File: config.mk
export PLATFORM = sky130hd
export DESIGN_NAME = softplus_sched_flat
export DESIGN_NICKNAME = d
export VERILOG_FILES = /design/src/rtl/softplus_sched_if.sv /design/src/rtl/softplus_sched.sv /design/src/flat_wrapper.sv
export SDC_FILE = /design/constraint.sdc
export NUM_CORES = 1
export LEC_CHECK = 0
export ABC_AREA = 0
export BUFFER_PORTS_ARGS = -buffer_cell sky130_fd_sc_hd__buf_2
export CAP_MARGIN = 20
export CORE_AREA = 2 2 78 65
export CTS_CLUSTER_SIZE = 30
export DETAILED_ROUTE_END_ITERATION = 7
export DIE_AREA = 0 0 80 67
export PLACE_DENSITY = 0.89
export SLEW_MARGIN = 5
export SYNTH_ARGS = -nofsm -noshare
export SYNTH_HDL_FRONTEND = slang
export SYNTH_SLANG_ARGS = --single-unit
export TNS_END_PERCENT = 30
File: constraint.sdc
create_clock -name clock -period 3.4 [get_ports clock]
set_input_delay 0.34 -clock clock [delete_from_list [all_inputs] [get_ports clock]]
set_output_delay 0.34 -clock clock [all_outputs]
set_load 0.01 [all_outputs]
File: src/rtl/softplus_sched_if.sv
// Bundle between the requester lanes, the shared softplus unit and the result consumer.
// master = scheduler side, slave = everything around it.
interface softplus_sched_if #(
    parameter int WIDTH = 16,
    parameter int NREQ  = 4
);
    localparam int IDXW = (NREQ > 1) ? $clog2(NREQ) : 1;

    logic [NREQ-1:0]       req_valid;
    logic [NREQ*WIDTH-1:0] req_operand;
    logic [NREQ-1:0]       req_ready;
    logic [WIDTH-1:0]      sp_operand;
    logic [WIDTH-1:0]      sp_out;
    logic                  rsp_valid;
    logic [IDXW-1:0]       rsp_id;
    logic [WIDTH-1:0]      rsp_data;
    logic                  rsp_ready;
    logic                  busy;

    // Handshakes: a transfer happens on a rising edge where valid && ready are both high.
    // req_ready is a combinational grant, so requesters must not derive req_valid from it.
    modport master (
        input  req_valid, req_operand, sp_out, rsp_ready,
        output req_ready, sp_operand, rsp_valid, rsp_id, rsp_data, busy
    );
    modport slave (
        output req_valid, req_operand, sp_out, rsp_ready,
        input  req_ready, sp_operand, rsp_valid, rsp_id, rsp_data, busy
    );
endinterface

File: src/rtl/softplus_sched.sv
// Round-robin arbiter sharing one combinational softplus unit across NREQ lanes.
// Optional macro SOFTPLUS_RANGE_BYPASS_EN: operands outside [LO_LIM, HI_LIM] bypass the unit.
module softplus_sched #(
    parameter int WIDTH = 16,
    parameter int NREQ  = 4
`ifdef SOFTPLUS_RANGE_BYPASS_EN
    ,
    parameter logic [WIDTH-1:0] LO_LIM = 16'hF900,
    parameter logic [WIDTH-1:0] HI_LIM = 16'h0700
`endif
) (
    input  logic              clock,
    input  logic              rst,
    softplus_sched_if.master  bus,
    output logic [1:0]        fsm_state
);
    localparam int IDXW = (NREQ > 1) ? $clog2(NREQ) : 1;

    typedef enum logic [1:0] {IDLE = 2'd0, EVAL = 2'd1, RESP = 2'd2} state_t;

    state_t           state, state_next;
    logic [WIDTH-1:0] op_reg, rsp_data_r, result;
    logic [IDXW-1:0]  id_reg, rr_ptr, rsp_id_r, win, ptr_next;
    logic [NREQ-1:0]  ready;
    logic             rsp_valid_r, found, can_grant, grant;
    int               idx;

    // Scan from rr_ptr upward, wrapping, so the last winner gets lowest priority next time.
    always_comb begin
        win   = '0;
        found = 1'b0;
        idx   = 0;
        for (int k = 0; k < NREQ; k++) begin
            idx = int'(rr_ptr) + k;
            if (idx >= NREQ) idx = idx - NREQ;
            if (!found && bus.req_valid[idx]) begin
                found = 1'b1;
                win   = IDXW'(idx);
            end
        end
        ptr_next = (int'(win) == NREQ - 1) ? '0 : win + 1'b1;
    end

    always_comb begin
        state_next = state;
        can_grant  = 1'b0;
        case (state)
            IDLE: begin
                can_grant = 1'b1;
                if (found) state_next = EVAL;
            end
            EVAL: state_next = RESP;
            RESP: begin
                if (bus.rsp_ready) begin
                    can_grant  = 1'b1;
                    state_next = found ? EVAL : IDLE;
                end
            end
            default: state_next = IDLE;
        endcase
        grant = can_grant && found;
        ready = '0;
        if (grant) ready[win] = 1'b1;
    end

`ifdef SOFTPLUS_RANGE_BYPASS_EN
    always_comb begin
        if ($signed(op_reg) > $signed(HI_LIM))      result = op_reg;
        else if ($signed(op_reg) < $signed(LO_LIM)) result = '0;
        else                                        result = bus.sp_out;
    end
`else
    assign result = bus.sp_out;
`endif

    always_ff @(posedge clock) begin
        if (rst) begin
            state       <= IDLE;
            op_reg      <= '0;
            id_reg      <= '0;
            rr_ptr      <= '0;
            rsp_valid_r <= 1'b0;
            rsp_id_r    <= '0;
            rsp_data_r  <= '0;
        end else begin
            state <= state_next;
            if (grant) begin
                op_reg <= bus.req_operand[int'(win)*WIDTH +: WIDTH];
                id_reg <= win;
                rr_ptr <= ptr_next;
            end
            // Only the EVAL edge produces a result, so a RESP handshake always clears valid.
            if (state == EVAL) begin
                rsp_valid_r <= 1'b1;
                rsp_data_r  <= result;
                rsp_id_r    <= id_reg;
            end else if (state == RESP && bus.rsp_ready) begin
                rsp_valid_r <= 1'b0;
            end
        end
    end

    assign bus.req_ready  = ready;
    assign bus.sp_operand = op_reg;
    assign bus.rsp_valid  = rsp_valid_r;
    assign bus.rsp_id     = rsp_id_r;
    assign bus.rsp_data   = rsp_data_r;
    assign bus.busy       = (state != IDLE);
    assign fsm_state      = state;
endmodule

File: src/flat_wrapper.sv
// flat-port wrapper written by rule: the top's interface ports become plain ports
module softplus_sched_flat 
#(
    parameter int WIDTH = 16,
    parameter int NREQ  = 4

)
  (clock, rst, fsm_state, bus_req_valid, bus_req_operand, bus_sp_out, bus_rsp_ready, bus_req_ready, bus_sp_operand, bus_rsp_valid, bus_rsp_id, bus_rsp_data, bus_busy);
  softplus_sched_if #(.WIDTH(WIDTH), .NREQ(NREQ)) bus_i ();
  input  logic clock;
  input  logic rst;
  output logic [1:0] fsm_state;
  input wire logic [$bits(bus_i.req_valid)-1:0] bus_req_valid;
  input wire logic [$bits(bus_i.req_operand)-1:0] bus_req_operand;
  input wire logic [$bits(bus_i.sp_out)-1:0] bus_sp_out;
  input wire logic [$bits(bus_i.rsp_ready)-1:0] bus_rsp_ready;
  output wire logic [$bits(bus_i.req_ready)-1:0] bus_req_ready;
  output wire logic [$bits(bus_i.sp_operand)-1:0] bus_sp_operand;
  output wire logic [$bits(bus_i.rsp_valid)-1:0] bus_rsp_valid;
  output wire logic [$bits(bus_i.rsp_id)-1:0] bus_rsp_id;
  output wire logic [$bits(bus_i.rsp_data)-1:0] bus_rsp_data;
  output wire logic [$bits(bus_i.busy)-1:0] bus_busy;
  assign bus_i.req_valid = bus_req_valid;
  assign bus_i.req_operand = bus_req_operand;
  assign bus_i.sp_out = bus_sp_out;
  assign bus_i.rsp_ready = bus_rsp_ready;
  assign bus_req_ready = bus_i.req_ready;
  assign bus_sp_operand = bus_i.sp_operand;
  assign bus_rsp_valid = bus_i.rsp_valid;
  assign bus_rsp_id = bus_i.rsp_id;
  assign bus_rsp_data = bus_i.rsp_data;
  assign bus_busy = bus_i.busy;
  softplus_sched #(.WIDTH(WIDTH), .NREQ(NREQ)) u_core (.clock(clock), .rst(rst), .bus(bus_i), .fsm_state(fsm_state));
endmodule
**Yosys cells after proc, flatten, opt, wreduce, memory -nomap -nowiden**

Cells that the tools add are included.
Widths: inputs -> output; s select.

- Eq/ne operators: 5
- Reduce and logical (&&, ||, !) cells: 13
- Shift operators: 1
- Add/sub/neg operators: 8
- Multiplexer cells: 36
- $lt $le $gt $ge: 10

Operators with widths:

| operator | number |
|---|---|
| $lt 32x4->1 const B | 4 |
| $mux 32 | 4 |
| $ge 32x4->1 const B | 3 |
| $sub 32x4->32 const B | 3 |
| $shiftx 64x7->16 | 1 |
| $mux 1 | 17 |
| $mux 2 | 7 |
| $bmux 1 s2 | 4 |
| $add 2x2->3 const B | 2 |
| $logic_and 1x1->1 | 6 |
| $pmux 2 s3 | 1 |
| $eq 2x1->1 const B | 2 |
| $mux 4 | 1 |
| $reduce_bool 2->1 | 2 |
| $sub 2x3->4 const B | 1 |
| $add 2x1->3 const B | 1 |
| $ge 2x3->1 const B | 1 |
| $logic_not 1->1 | 3 |
| $lt 2x3->1 const B | 1 |
| $add 2x1->2 const B | 1 |
| $demux 1 s2 | 1 |
| $eq 2x2->1 const B | 1 |
| $ge 2x1->1 const B | 1 |
| $logic_not 2->1 | 1 |
| other kinds (4) | 4 |

- Bits of input ports: 87
- Register bits after elaboration: 41
- Logic and storage cells: 80
- Output and inout port bits: 42

**Logic depth before layout (Yosys ltp)**

- Depth in word-level cells: 20
- Mapped depth: 8
- Mapped depth without buffers: 5

**Worst setup path after synthesis**

Ideal clock, no wire load.

- Path type: input-to-output
- Start: input port bus_req_valid[1]
- End: output port bus_req_ready[0]
- Data arrival time: 1467 ps
- Path buffers: 2
- Setup slack: 1593 ps
- Cell stages on the path: 4
- Data required time: 3060 ps
- Cells stage by stage: o41ai_1 clkbuf_1 clkbuf_1 nor3_1

- Longest elaborated chain between the ends: 18
- Elaborated cells on any way between the ends: 33
- Classes of those cells: order compare: 2; mux: 23; reduce/logical: 8

RTL lines:

| what | line | text |
|---|---|---|
| start: declaration | flat_wrapper.sv:13 | `input wire logic [$bits(bus_i.req_valid)-1:0] bus_req_valid;` |
| $bmux 1 s2 | softplus_sched.sv:36 | `if (!found && bus.req_valid[idx]) begin` |
| $mux 1 (implied by the code) (2 in a row) | softplus_sched.sv:36 |  |
| $mux 1 | softplus_sched.sv:36 |  |
| $logic_not 1->1 | softplus_sched.sv:36 |  |
| $logic_and 1x1->1 | softplus_sched.sv:36 |  |
| $mux 1 | softplus_sched.sv:36 |  |
| $logic_not 1->1 | softplus_sched.sv:36 |  |
| $logic_and 1x1->1 | softplus_sched.sv:36 |  |
| $mux 1 | softplus_sched.sv:36 |  |
| $logic_not 1->1 | softplus_sched.sv:36 |  |
| $logic_and 1x1->1 | softplus_sched.sv:36 |  |
| $mux 2 | softplus_sched.sv:36 |  |
| $lt 2x3->1 (implied by the code) or $ge 2x1->1 (tied branches) | softplus_sched.sv:63 | `if (grant) ready[win] = 1'b1;` |
| $logic_and 1x1->1 (implied by the code) | softplus_sched.sv:63 |  |
| $mux 1 (implied by the code) | softplus_sched.sv:63 |  |
| $demux 1 s2 | - |  |
| $mux 4 * | softplus_sched.sv:63 |  |
| end: declaration | flat_wrapper.sv:17 | `output wire logic [$bits(bus_i.req_ready)-1:0] bus_req_ready;` |

Every way passes the cells marked *; elsewhere a longest branch is shown, timed or not. The select of a mux whose other input is x is not followed.

**Final worst setup path**

- Start: register u_core.rr_ptr[1]
- End: register u_core.op_reg[4], in the netlist u_core.bus.sp_operand[4]

- Longest elaborated chain between the ends: 16
- Elaborated cells on any way between the ends: 43
- Classes of those cells: add/sub: 7; order compare: 4; shift: 1; mux: 24; reduce/logical: 7

RTL lines:

| what | line | text |
|---|---|---|
| start: declaration | softplus_sched.sv:23 | `logic [IDXW-1:0] id_reg, rr_ptr, rsp_id_r, win, ptr_next;` |
| start signal: assignment | softplus_sched.sv:90 | `rr_ptr <= ptr_next;` |
| branches (longest 16 deep; another with $sub 32x4->32) | - |  |
| end signal: assignment | softplus_sched.sv:88 | `op_reg <= bus.req_operand[int'(win)*WIDTH +: WIDTH];` |
| end: declaration | softplus_sched.sv:22 | `logic [WIDTH-1:0] op_reg, rsp_data_r, result;` |

Several ways; the timed one is not identified. The select of a mux whose other input is x is not followed.
A chain may end at the register's enable or synchronous reset.

==> summary.txt <==
Cells and area
  • Share of post-route cells with drive strength above 1: 44.97%
  • Area occupied by registers: 820.8 um^2
  • Final core utilization: 62.22%
  • Fillers: 422
  • Commonest non-fill, non-tap cell in the layout: buf_2
  • Post-layout net count: 424
  • Area of the multi-input gates: 1122 um^2
  • Most frequent cells in the layout: buf_2, dfxtp_1, nand2_1
  • Antenna cells: 0
  • P&R area growth vs syn: 37.22%

Worst setup path
  • WP data arrival: 2.32 ns
  • CP startpoint kind: flip-flop
  • CP required: 3.61 ns
  • Critical path class: reg -> reg
  • CP Capture Type: flip-flop
  • Worst-path fanout max: 16

Logic synthesis
  • Gate Count Post-Synth: 219
  • Seq/Total Area, Yosys: 40.10%
  • Synth Net Count: 306
  • Synthesized cell area: 2047 um^2
  • FF+latch count, synth: 41
  • Syn. warnings: 0
  • Netlist cell types: 30
  • Syn avg cell area: 9.347 um^2

Floorplanning
  • Row cnt: 22
  • Core area: 4514 um^2
  • Starting density of the core: 45.34%
  • Die Span Y: 67 um
  • Ports: 129
  • DIE AREA: 5360 um^2
  • Die Wd: 80 um

Route
  • Vias: 2019
  • Final ANT Viol Nets: 0
  • WL per Instance: 13.69 um
  • WL final: 5447 um
  • Drt drc: 0
  • Post-DR vias/cell: 5.073
  • Router iterations before antenna repair: 4
  • Initial DRC Count: 81

Clocking
  • Root buffer cell: clkbuf_8
  • Post-CTS setup buffer count: 0
  • Max clock buf depth: 2
  • Worst-path clk slew: 0.08 ns
  • Num CTS Buffers: 5
  • Clk Latency, worst-skew pair: 0.29 ns
  • CTS tree: built
  • CTS H-tree lvls: 2
  • Post_cts resized: 0
  • Cts hold-fix bufs: 0
  • TritonCTS Sinks: 41

Min path
  • Hold crit path type: in -> reg

STA
  • Final min period: 2.112 ns
  • Slew Limit Headroom: 48.34%
  • Fmax: 473.6 MHz
  • Pins Over Slew Limit: 0
  • Final setup violation count: 0
  • Tightest Pin Transition: 0.7749 ns
  • RSZ-0062 raised after global routing: false
  • Tcrit/Tclk final: 62.11%
  • Sum of negative setup slack: 0 ns
  • Fin. Hold Viols: 0
  • Worst Clk Skew: 0.007895 ns

Global routing
  • Vias in the first global route: 1921
  • Initial antenna violation count: 0
  • Remaining Overflow, GRT: 0
  • First-pass GRT wire length: 8383 um
  • All-Layer GR Usage: 19.94%
  • Pin count of the biggest net entering global routing: 44

Placed design
  • Port bufs: 128
  • Gpl congestion: 0.7602
  • HPWL after DPL: 4131 um

Status
  • Status: completed

Job
  • Maxcap violations: 0

Power
  • PwrDens: 491.5 nW/um^2
  • Pleak: 0.001349 uW
  • VDD IR max: 0.0002402 V
[synthesized netlist by cell type (all sizes together)]
cell type | n | share of area, %
nor3 | 2 | 0.49
or3 | 2 | 0.61
and3 | 2 | 0.61
o22ai | 2 | 0.61
mux2i | 35 | 17
dfxtp | 41 | 40
nor2 | 6 | 1.1
inv | 1 | 0.18
nand2 | 37 | 6.8
nor2b | 1 | 0.31
o21ai | 1 | 0.24
o41a | 1 | 0.55
xnor2 | 1 | 0.43
o21bai | 1 | 0.37
buf | 8 | 3.2
a211oi | 1 | 0.37
nand2b | 2 | 0.61
o22a | 1 | 0.43
or2 | 1 | 0.31
nand3b | 18 | 6.6
clkbuf | 12 | 2.2
o221ai | 16 | 9.9
o21a | 1 | 0.37
a21oi | 24 | 5.9
clkinv | 1 | 0.18
o41ai | 1 | 0.43
[cell families after synthesis]
kind of cell / synth area share (%)
AND/OR/NAND/NOR: 17.42
flip-flops: 40.10
buffers and inverters: 5.806
XOR/XNOR: 0.4280
multiplexers: 17.12
AO/OA/AOI/OAI: 19.13
[worst max-delay path, stage by stage (launching register included)]
cell and delay, ns:
dfxtp_1 0.46, a21oi_1 0.10, o21a_1 0.19, o22a_1 0.26
or3_1 0.70, o221ai_1 0.32
[power breakdown]
group          leakage (uW)  switching, uW  internal [uW]
clock             0.0000574            165            239
sequential         0.000337           35.5            538
combinational      0.000954            216            188
total               0.00135            416            964
[final timing paths]
kind / start / endpoint / slack [ns] / depth (start not counted)
max reg2reg: u_core.rr_ptr[1]$_SDFFE_PP0P_ / u_core.bus.sp_operand[4]$_SDFFE_PP0P_ / 1.29 / 5
min: bus_sp_out[0] / u_core.bus.rsp_data[0]$_SDFFE_PP0P_ / 0.28 / 3
max: u_core.rr_ptr[1]$_SDFFE_PP0P_ / u_core.bus.sp_operand[4]$_SDFFE_PP0P_ / 1.29 / 5
min reg2reg: u_core.bus.rsp_data[1]$_SDFFE_PP0P_ / u_core.bus.rsp_data[1]$_SDFFE_PP0P_ / 0.45 / 2
[final cells by class]
cell class	instances	share of cell area, %
flip-flops and latches	41	29.22
clock buffers	6	2.940
multi-input cells	156	39.96
inverters	2	0.2673
well taps	60	2.673
repair buffers	131	23.61
clock inverters	2	1.336
[layer usage]
metal	vias up	share of wire, %	GRT usage [%]
li1	1026	-	-
met1	942	42	23.07
met2	47	53	36.77
met3	4	4.0	3.523
met4	0	0.66	7.203
met5	-	0	0
[metrics by stage]
step	worst slack, ns	cells	hold slack [ns]	power [uW]	instance area [um^2]
finish	1.288	398	0.2778	1380	2809
global route	1.101	398	0.2855	1456	2809
CTS	1.261	398	0.2709	1394	2809
detailed placement	1.052	390	0.4435	989.3	2689
global placement	1.178	390	0.4395	978.1	2689
floorplan	1.593	219	0.4312	847.5	2047
(Power assumes the default switching activity.)
